**src/rtl/led_blink_sequencer.sv**
```systemverilog
// Command-driven LED blink sequencer: N on/off cycles timed by an internal prescaler tick.
// Optional abort input enabled by defining LED_BLINK_SEQ_ABORT_EN.
module led_blink_sequencer #(
   parameter int TICK_DIV = 50000,
   parameter int TW       = 16,
   parameter int CW       = 8
) (
   input  logic          clk,
   input  logic          rst_n_async,
   input  logic          cmd_valid,
   output logic          cmd_ready,
   input  logic [CW-1:0] cmd_count,
   input  logic [TW-1:0] cmd_on_ticks,
   input  logic [TW-1:0] cmd_off_ticks,
`ifdef LED_BLINK_SEQ_ABORT_EN
   input  logic          abort,
`endif
   output logic          busy,
   output logic          done,
   output logic          led
);

   localparam int PW = $clog2(TICK_DIV);

   localparam logic [1:0] S_IDLE = 2'd0;
   localparam logic [1:0] S_ON   = 2'd1;
   localparam logic [1:0] S_OFF  = 2'd2;

   logic [1:0]    state;
   logic [1:0]    state_nxt;
   logic          done_nxt;
   logic [PW-1:0] presc;
   logic [TW-1:0] phase;
   logic [TW-1:0] on_len;
   logic [TW-1:0] off_len;
   logic [CW-1:0] remaining;
   logic          accept;
   logic          tick;
   logic          on_last;
   logic          off_last;
   logic          phase_end;

   assign cmd_ready = (state == S_IDLE);
   assign busy      = (state == S_ON) || (state == S_OFF);
   assign accept    = cmd_valid && cmd_ready;
   assign tick      = (presc == PW'(TICK_DIV - 1));

   // A zero-length phase behaves as a single tick.
   assign on_last  = (on_len == '0) || (phase == on_len - TW'(1));
   assign off_last = (off_len == '0) || (phase == off_len - TW'(1));

   always_comb begin
      phase_end = 1'b0;
      if (state == S_ON)
         phase_end = tick && on_last;
      else if (state == S_OFF)
         phase_end = tick && off_last;
   end

   always_comb begin
      state_nxt = state;
      done_nxt  = 1'b0;
      unique case (state)
         S_IDLE: begin
            if (cmd_valid) begin
               if (cmd_count == '0)
                  done_nxt = 1'b1;
               else
                  state_nxt = S_ON;
            end
         end
         S_ON: begin
            if (phase_end)
               state_nxt = S_OFF;
         end
         S_OFF: begin
            if (phase_end) begin
               if (remaining == CW'(1)) begin
                  state_nxt = S_IDLE;
                  done_nxt  = 1'b1;
               end else begin
                  state_nxt = S_ON;
               end
            end
         end
         default: state_nxt = S_IDLE;
      endcase
`ifdef LED_BLINK_SEQ_ABORT_EN
      if (abort && (state != S_IDLE)) begin
         state_nxt = S_IDLE;
         done_nxt  = 1'b0;
      end
`endif
   end

   always_ff @(posedge clk or negedge rst_n_async) begin
      if (!rst_n_async) begin
         state     <= S_IDLE;
         done      <= 1'b0;
         led       <= 1'b0;
         presc     <= '0;
         phase     <= '0;
         on_len    <= '0;
         off_len   <= '0;
         remaining <= '0;
      end else begin
         state <= state_nxt;
         done  <= done_nxt;
         led   <= (state_nxt == S_ON);
         if (accept) begin
            // Prescaler restarts so every phase is phase-locked to the accept edge.
            presc     <= '0;
            phase     <= '0;
            on_len    <= cmd_on_ticks;
            off_len   <= cmd_off_ticks;
            remaining <= cmd_count;
         end else if (state != S_IDLE) begin
            presc <= tick ? '0 : presc + PW'(1);
            if (phase_end)
               phase <= '0;
            else if (tick)
               phase <= phase + TW'(1);
            if ((state == S_OFF) && phase_end)
               remaining <= remaining - CW'(1);
         end
      end
   end

endmodule

```
**config.mk**
```make
export PLATFORM = sky130hd
export DESIGN_NAME = led_blink_sequencer
export DESIGN_NICKNAME = d
export VERILOG_FILES = /design/src/rtl/led_blink_sequencer.sv
export SDC_FILE = /design/constraint.sdc
export NUM_CORES = 1
export LEC_CHECK = 0
export ABC_AREA = 1
export CAP_MARGIN = 20
export CORE_ASPECT_RATIO = 0.7
export CORE_MARGIN = 2
export CORE_UTILIZATION = 50
export CTS_BUF_LIST = sky130_fd_sc_hd__clkbuf_8
export DETAILED_ROUTE_END_ITERATION = 6
export GPL_TIMING_DRIVEN = 0
export PLACE_DENSITY = 0.73
export SYNTH_ARGS = -nofsm -noshare
export SYNTH_HDL_FRONTEND = slang
export SYNTH_SLANG_ARGS = --single-unit
```
**constraint.sdc**
```tcl
create_clock -name clk -period 2.4 [get_ports clk]
set_clock_uncertainty 0.2 [all_clocks]
set_input_delay 0.48 -clock clk [delete_from_list [all_inputs] [get_ports clk]]
set_output_delay 0.48 -clock clk [all_outputs]
set_load 0.03 [all_outputs]
```
==> results of run 1 <==
## worst max-delay path: cells and delay by family (launching register included)
kind / cells / cell delay (ps)
AO/OA/AOI/OAI: 1 / 60
AND/OR/NAND/NOR: 11 / 1200
flip-flops: 1 / 400
buffers and inverters: 3 / 320
XOR/XNOR: 1 / 140
adder cells (fa/ha/maj): 1 / 170
## sequential cells by signal, summed over array words and instances (netlist names)
signal and count:
on_len 16, remaining 8, led 1, off_len 16, done 1, presc 16
phase 16, state 2
## cell type report
type	instances	area, sq um	share of cell area (%)
flip-flops and latches	76	1900	29.8
clock inverters	6	31.3	0.489
well taps	128	160	2.51
multi-input cells	511	3000	46.9
clock buffers	10	138	2.15
inverters	93	349	5.46
repair buffers	68	696	10.9
plain buffers	17	114	1.78
## per-stage QoR
step	hold WS, ps	worst slack [ps]	utilization [%]	TNS, ps
after global placement	327	-2060	58.5	-170610
after detailed placement	271	-410	58.7	-16570
final	363	-219	65.0	-4320
after CTS	355	-180	63.5	-3800
after global routing	382	-398	65.0	-9750
after floorplan	-15.6	17.5	-	0
## cell usage after synthesis, drive strengths merged
| master | instances |
|---|---|
| xnor2 | 13 |
| nand4 | 7 |
| a22oi | 1 |
| nand2 | 173 |
| inv | 93 |
| and2 | 1 |
| a21oi | 29 |
| o21a | 1 |
| o21ai | 30 |
| mux2 | 17 |
| or2 | 2 |
| ha | 10 |
| dfrtp | 76 |
| xor2 | 30 |
| buf | 6 |
| o22ai | 20 |
| a31oi | 1 |
| nor2 | 114 |
| nand3 | 43 |
| nor3 | 10 |
| a311oi | 1 |
| clkbuf | 11 |
| nand3b | 4 |
| nor4 | 4 |
## metal layers
| layer | share of wire, % | up-vias |
|---|---|---|
| met3 | 6.8 | 27 |
| met5 | 0 | - |
| li1 | - | 2370 |
| met1 | 46 | 2343 |
| met2 | 45 | 170 |
| met4 | 2.5 | 0 |
## power by group through the flow
stage | Combinational, uW | Sequential [uW] | Clock, uW
global route | 179 | 1340 | 962
floorplan | 44.7 | 1350 | 0
detailed placement | 159 | 1360 | 0
finish | 160 | 1340 | 877
CTS | 162 | 1340 | 900
global placement | 150 | 1360 | 0
## what timing repair did
item	in CTS	in global routing
setup endpoints to repair	66	59
resized for setup	42	41
gates cloned	1	1
endpoints found under the hold margin	32	0
pin swaps	8	11
hold buffers	1	0
buffers inserted	16	4
## worst max-delay path by stage
stage | endpoint | cells after the start
after floorplan | presc[10]$_DFFE_PN0P_ | 9
after global placement | remaining[6]$_DFFE_PN0P_ | 1
after detailed placement | phase[12]$_DFFE_PN0P_ | 16
after CTS | phase[12]$_DFFE_PN0P_ | 19
after global routing | phase[12]$_DFFE_PN0P_ | 19
final | phase[10]$_DFFE_PN0P_ | 17
## logic make-up after synthesis
family	synth area share, %
and+or+nand+nor	30.7
buffers and inverters	8.56
DFF	37.1
adders and majority gates	2.44
AOI/OAI and AO/OA	10.1
muxes	3.73
xor gates and xnor gates	7.34
==> results by group, run 1 <==
Routing
  • Vias: 4910
  • Post-Route WL: 13.4 mm
  • Vias/cell: 5.40
  • Initial DRC count: 264
  • First-pass iteration count of the detailed router: 5
  • DR WL/cell: 14.7 microns
  • Antenna Nets Post-Route: 0
  • DRC: 0

Hold path
  • Hold Crit Class: reg -> reg
  • Hold_sp: presc[8]$_DFFE_PN0P_
  • Hold depth: 2
  • Hold EP: presc[8]$_DFFE_PN0P_

CTS
  • Worst skew pair latency: 370 ps
  • Root buf cell: clkbuf_8
  • Clk slew on worst S/H paths: 80 ps
  • CTS tree: yes
  • Maximum level of the CTS H-tree: 3
  • Cts bufs inserted: 9
  • Max clock buf depth: 2
  • CTS sink count: 76

Timing
  • Final Hold Viols: 0
  • Slew headroom: 68.4%
  • Worst setup margin: -219 ps
  • Period utilization: 109%
  • Post-layout min period: 2620 ps
  • F_max: 0.382 GHz
  • Final setup violation count: 27
  • Slew @ Worst Pin: 474 ps
  • RSZ-0062 raised after global routing: true
  • Max Transition Viols Final: 0

Synth
  • Top post-synthesis cells by area: dfrtp_1 37%, nand2_1 12%, nor2_1 7.5%, inv_1 6.7%, xor2_1 5.1%
  • Post-Syn Area: 5130 sq um
  • Post-Synthesis Cells: 697
  • Synthesis Warnings: 0
  • Syn nets: 750
  • Leading area contributor after synthesis: dfrtp_1
  • Area share of the largest cell type after synthesis: 37.1%
  • Sequential area share after synthesis: 37.1%
  • Synth Register Bits: 76
  • Synthesized area per cell: 7.36 sq um
  • Yosys cell types: 39

Critical path
  • Critical R2R Capture: phase[10]$_DFFE_PN0P_
  • WS Path Type: reg -> reg
  • Worst EP required: 2440 ps
  • Worst Setup SP: off_len[0]$_DFFE_PN0P_
  • Crit-path cells: inv_2 -> ha_4 -> nand3_4 -> nor2_4 -> nand2_1 -> xnor2_1 -> nand2_1 -> nor2_1 -> nand3_1 -> nand2_2 -> nand2_1 -> nand2_2 -> nand2_4 -> nand3_4 -> buf_6 -> buf_12 -> o22ai_2
  • Flop2flop setup slack: -220 ps
  • Highest cell delay on the worst timing path: 400 ps
  • Crit-path max FO: 6
  • Reg2Reg Launch Point: off_len[0]$_DFFE_PN0P_
  • R2r worst-path depth: 17
  • CP max-delay cell: dfrtp_1
  • Cell mode on critical path: nand2_1
  • Crit path launch type: flop
  • CP Capture Type: flop
  • Worst path arrival time: 2660 ps

Power
  • Sequential power share: 56.3%
  • Clock power frac: 36.9%
  • Sw Share: 24.8%
  • Worst VDD drop: 0.000269 V
  • Comb pwr share: 6.8%
  • Internal power: 1780 uW
  • Pleak: 0.00312 uW
  • Total power: 2370 uW
  • PD cells: 371 nW/um^2
  • Switching Power: 589 uW

Run
  • Max cap viols: 0

Global routing
  • M1 GR Usage: 34.3%
  • Vias in the first global route: 4614
  • M3 GR Usage: 4.90%
  • Layer with the highest usage: met2
  • Antenna violations before repair: 0
  • First-pass GRT wire length: 22.2 mm
  • Largest net degree at the start of global routing: 45
  • Gr usage total: 24.9%
  • Grt total ovfl: 0
  • GR Layer Usage met2: 40.2%

Cells and area
  • Post-route insts no fill: 909
  • Design area: 6390 sq um
  • Final #Nets: 829
  • Share of cells above drive strength 1: 19.7%
  • Area grow syn2layout: 24.6%
  • Fillers: 831
  • Most common cell after layout, fill and taps aside: nand2_1
  • Number of diodes: 0
  • Most frequent cells in the layout: 154 x nand2_1, 95 x nor2_1, 87 x inv_1

Status
  • Failing checks: negative setup slack
  • Status: finished with violations

Die
  • Core area: 9830 sq um
  • Row count: 30
  • Die area: 11100 sq um
  • Initial Util: 52.2%
  • Die outline width: 125 microns
  • Die H: 88.7 microns
  • Boundary Pins: 47

Placement
  • DP Wirelength: 9.59 mm
  • Placed inst area: 5780 sq um
  • Cells after DPL: 872
  • GPL Wtd Cong: 0.928
  • Port Buffer Count: 46
(Power assumes the default switching activity.)
==> run 2: changes to the inputs <==
--- a/config.mk
+++ b/config.mk
@@ -13,7 +13,9 @@
 export CTS_BUF_LIST = sky130_fd_sc_hd__clkbuf_8
 export DETAILED_ROUTE_END_ITERATION = 6
 export GPL_TIMING_DRIVEN = 0
+export MAX_ROUTING_LAYER = met4
 export PLACE_DENSITY = 0.73
+export REMOVE_ABC_BUFFERS = 1
 export SYNTH_ARGS = -nofsm -noshare
 export SYNTH_HDL_FRONTEND = slang
 export SYNTH_SLANG_ARGS = --single-unit
==> results by group, run 2 (synthesis gave the netlist of run 1 again) <==
Power
  • Worst VDD drop: 0.000318 V
  • Pleak: 0.00307 uW
  • PD cells: 395 nW/um^2

Timing
  • Worst hold slack: 343 ps
  • Fin Setup TNS: -2630 ps
  • F_max: 0.394 GHz
  • RSZ-0062 raised after global routing: true
  • Worst setup margin: -135 ps
  • Final setup violation count: 27
  • Max Transition Viols Final: 0
  • Slew @ Worst Pin: 589 ps
  • Slew headroom: 60.6%
  • Period utilization: 106%
  • Post-layout min period: 2540 ps
  • Final Hold Viols: 0

Global routing
  • M3 GR Usage: 6.41%
  • Vias in the first global route: 4350
  • Largest net degree at the start of global routing: 45
  • M1 GR Usage: 31.1%
  • Gr usage total: 23.1%
  • Grt total ovfl: 0
  • GR Layer Usage met2: 35.2%
  • Antenna violations before repair: 0
  • First-pass GRT wire length: 19.9 mm
  • Layer with the highest usage: met2

Critical path
  • Worst EP required: 2460 ps
  • Crit path to: remaining[7]$_DFFE_PN0P_
  • CP Capture Type: flop
  • Critical R2R Capture: remaining[7]$_DFFE_PN0P_
  • Worst path arrival time: 2590 ps
  • R2r worst-path depth: 15
  • Flop2flop setup slack: -140 ps
  • Crit-path max FO: 6
  • WS Path Type: reg -> reg
  • Crit path launch type: flop
  • Worst Setup SP: on_len[1]$_DFFE_PN0P_
  • Reg2Reg Launch Point: on_len[1]$_DFFE_PN0P_

Cells and area
  • Post-route insts no fill: 898
  • Number of diodes: 0
  • Area grow syn2layout: 22.9%
  • Most common cell after layout, fill and taps aside: nand2_1
  • Share of cells above drive strength 1: 17.9%
  • Final #Nets: 818
  • Most frequent cells in the layout: 156 x nand2_1, 95 x nor2_1, 86 x inv_1
  • Design area: 6310 sq um

Run
  • Max cap viols: 0

Routing
  • Post-Route WL: 12.1 mm
  • First-pass iteration count of the detailed router: 5
  • Vias/cell: 5.14
  • Antenna Nets Post-Route: 0
  • DR WL/cell: 13.5 microns
  • DRC: 0
  • Vias: 4620
  • Initial DRC count: 349

CTS
  • Clk slew on worst S/H paths: 80 ps
  • Maximum level of the CTS H-tree: 3
  • Worst skew pair latency: 370 ps
  • Max clock buf depth: 2
  • Cts bufs inserted: 9
  • Root buf cell: clkbuf_8
  • CTS tree: yes
  • CTS sink count: 76

Placement
  • Port Buffer Count: 46
  • Pre-CTS setup slack: -348 ps
  • GPL Wtd Cong: 0.859
  • Placed inst area: 5730 sq um
  • Cells after DPL: 857
  • DP Wirelength: 8.72 mm

Die
  • Die area: 11100 sq um
  • Boundary Pins: 47
  • Initial Util: 52.2%
  • Die H: 88.7 microns
  • Die outline width: 125 microns
  • Core area: 9830 sq um
  • Row count: 30

Status
  • Failing checks: negative setup slack
  • Status: finished with violations

Hold path
  • Hold Crit Class: reg -> reg
## run 2: per-stage QoR
stage / utilization (%) / total power (uW)
final: 64.1 / 2490
after global routing: 64.1 / 2600
after CTS: 62.0 / 2520
after detailed placement: 58.2 / 1510
after global placement: 57.6 / 1500
after floorplan: - / 1400
## run 2: power by group
group	internal [uW]	switching [uW]	leakage [uW]
clock	485	512	0.0000958
sequential	1300	33.6	0.000823
combinational	88.3	71.9	0.00216
## run 2: repair_timing
item / 4_1_cts / 5_1_grt
cloned: 0 / 2
setup endpoints to repair: 45 / 36
endpoints found under the hold margin: 32 / 0
resized for setup: 30 / 21
hold buffers: 1 / 0
pin swaps: 16 / 21
setup buffers: 8 / 14
## run 2: routing by layer
metal	vias up	routed length, microns
li1	2369	-
met4	0	106
met3	10	651
met1	2137	6030
met5	-	0
met2	104	5350
## run 2: area by class of cell
class                           count  area, sq um
Clock buffer                        9          124
Clock inverter                      7         76.3
Fill cell                         848         3530
Inverter                           93          353
Multi-Input combinational cell    512         2960
Sequential cell                    76         1900
Tap cell                          128          160
Timing Repair Buffer               73          734
## run 2: how the worst min path moves through the flow
stage,start,to,slack (ps),depth (start not counted)
3_3_place_gp,off_len[1]$_DFFE_PN0P_,off_len[1]$_DFFE_PN0P_,320,2
2_1_floorplan,rst_n_async,done$_DFF_PN0_,-20,0
3_5_place_dp,rst_n_async,on_len[6]$_DFFE_PN0P_,260,1
5_1_grt,on_len[15]$_DFFE_PN0P_,on_len[15]$_DFFE_PN0P_,390,1
6_report,presc[8]$_DFFE_PN0P_,presc[8]$_DFFE_PN0P_,340,2
4_1_cts,presc[8]$_DFFE_PN0P_,presc[8]$_DFFE_PN0P_,350,2
## run 2: critical path: stages, from the launching register on
cell	delay, ps
dfrtp_1	390
buf_4	140
nor2_2	120
nand2_2	100
nor2_2	170
nand2_1	60
nand2_1	80
nor2_1	40
nor2_1	110
nand3_1	120
nor2_4	150
nor2_2	60
nor2_4	180
nand4_4	200
nand2_4	190
o21ai_2	80
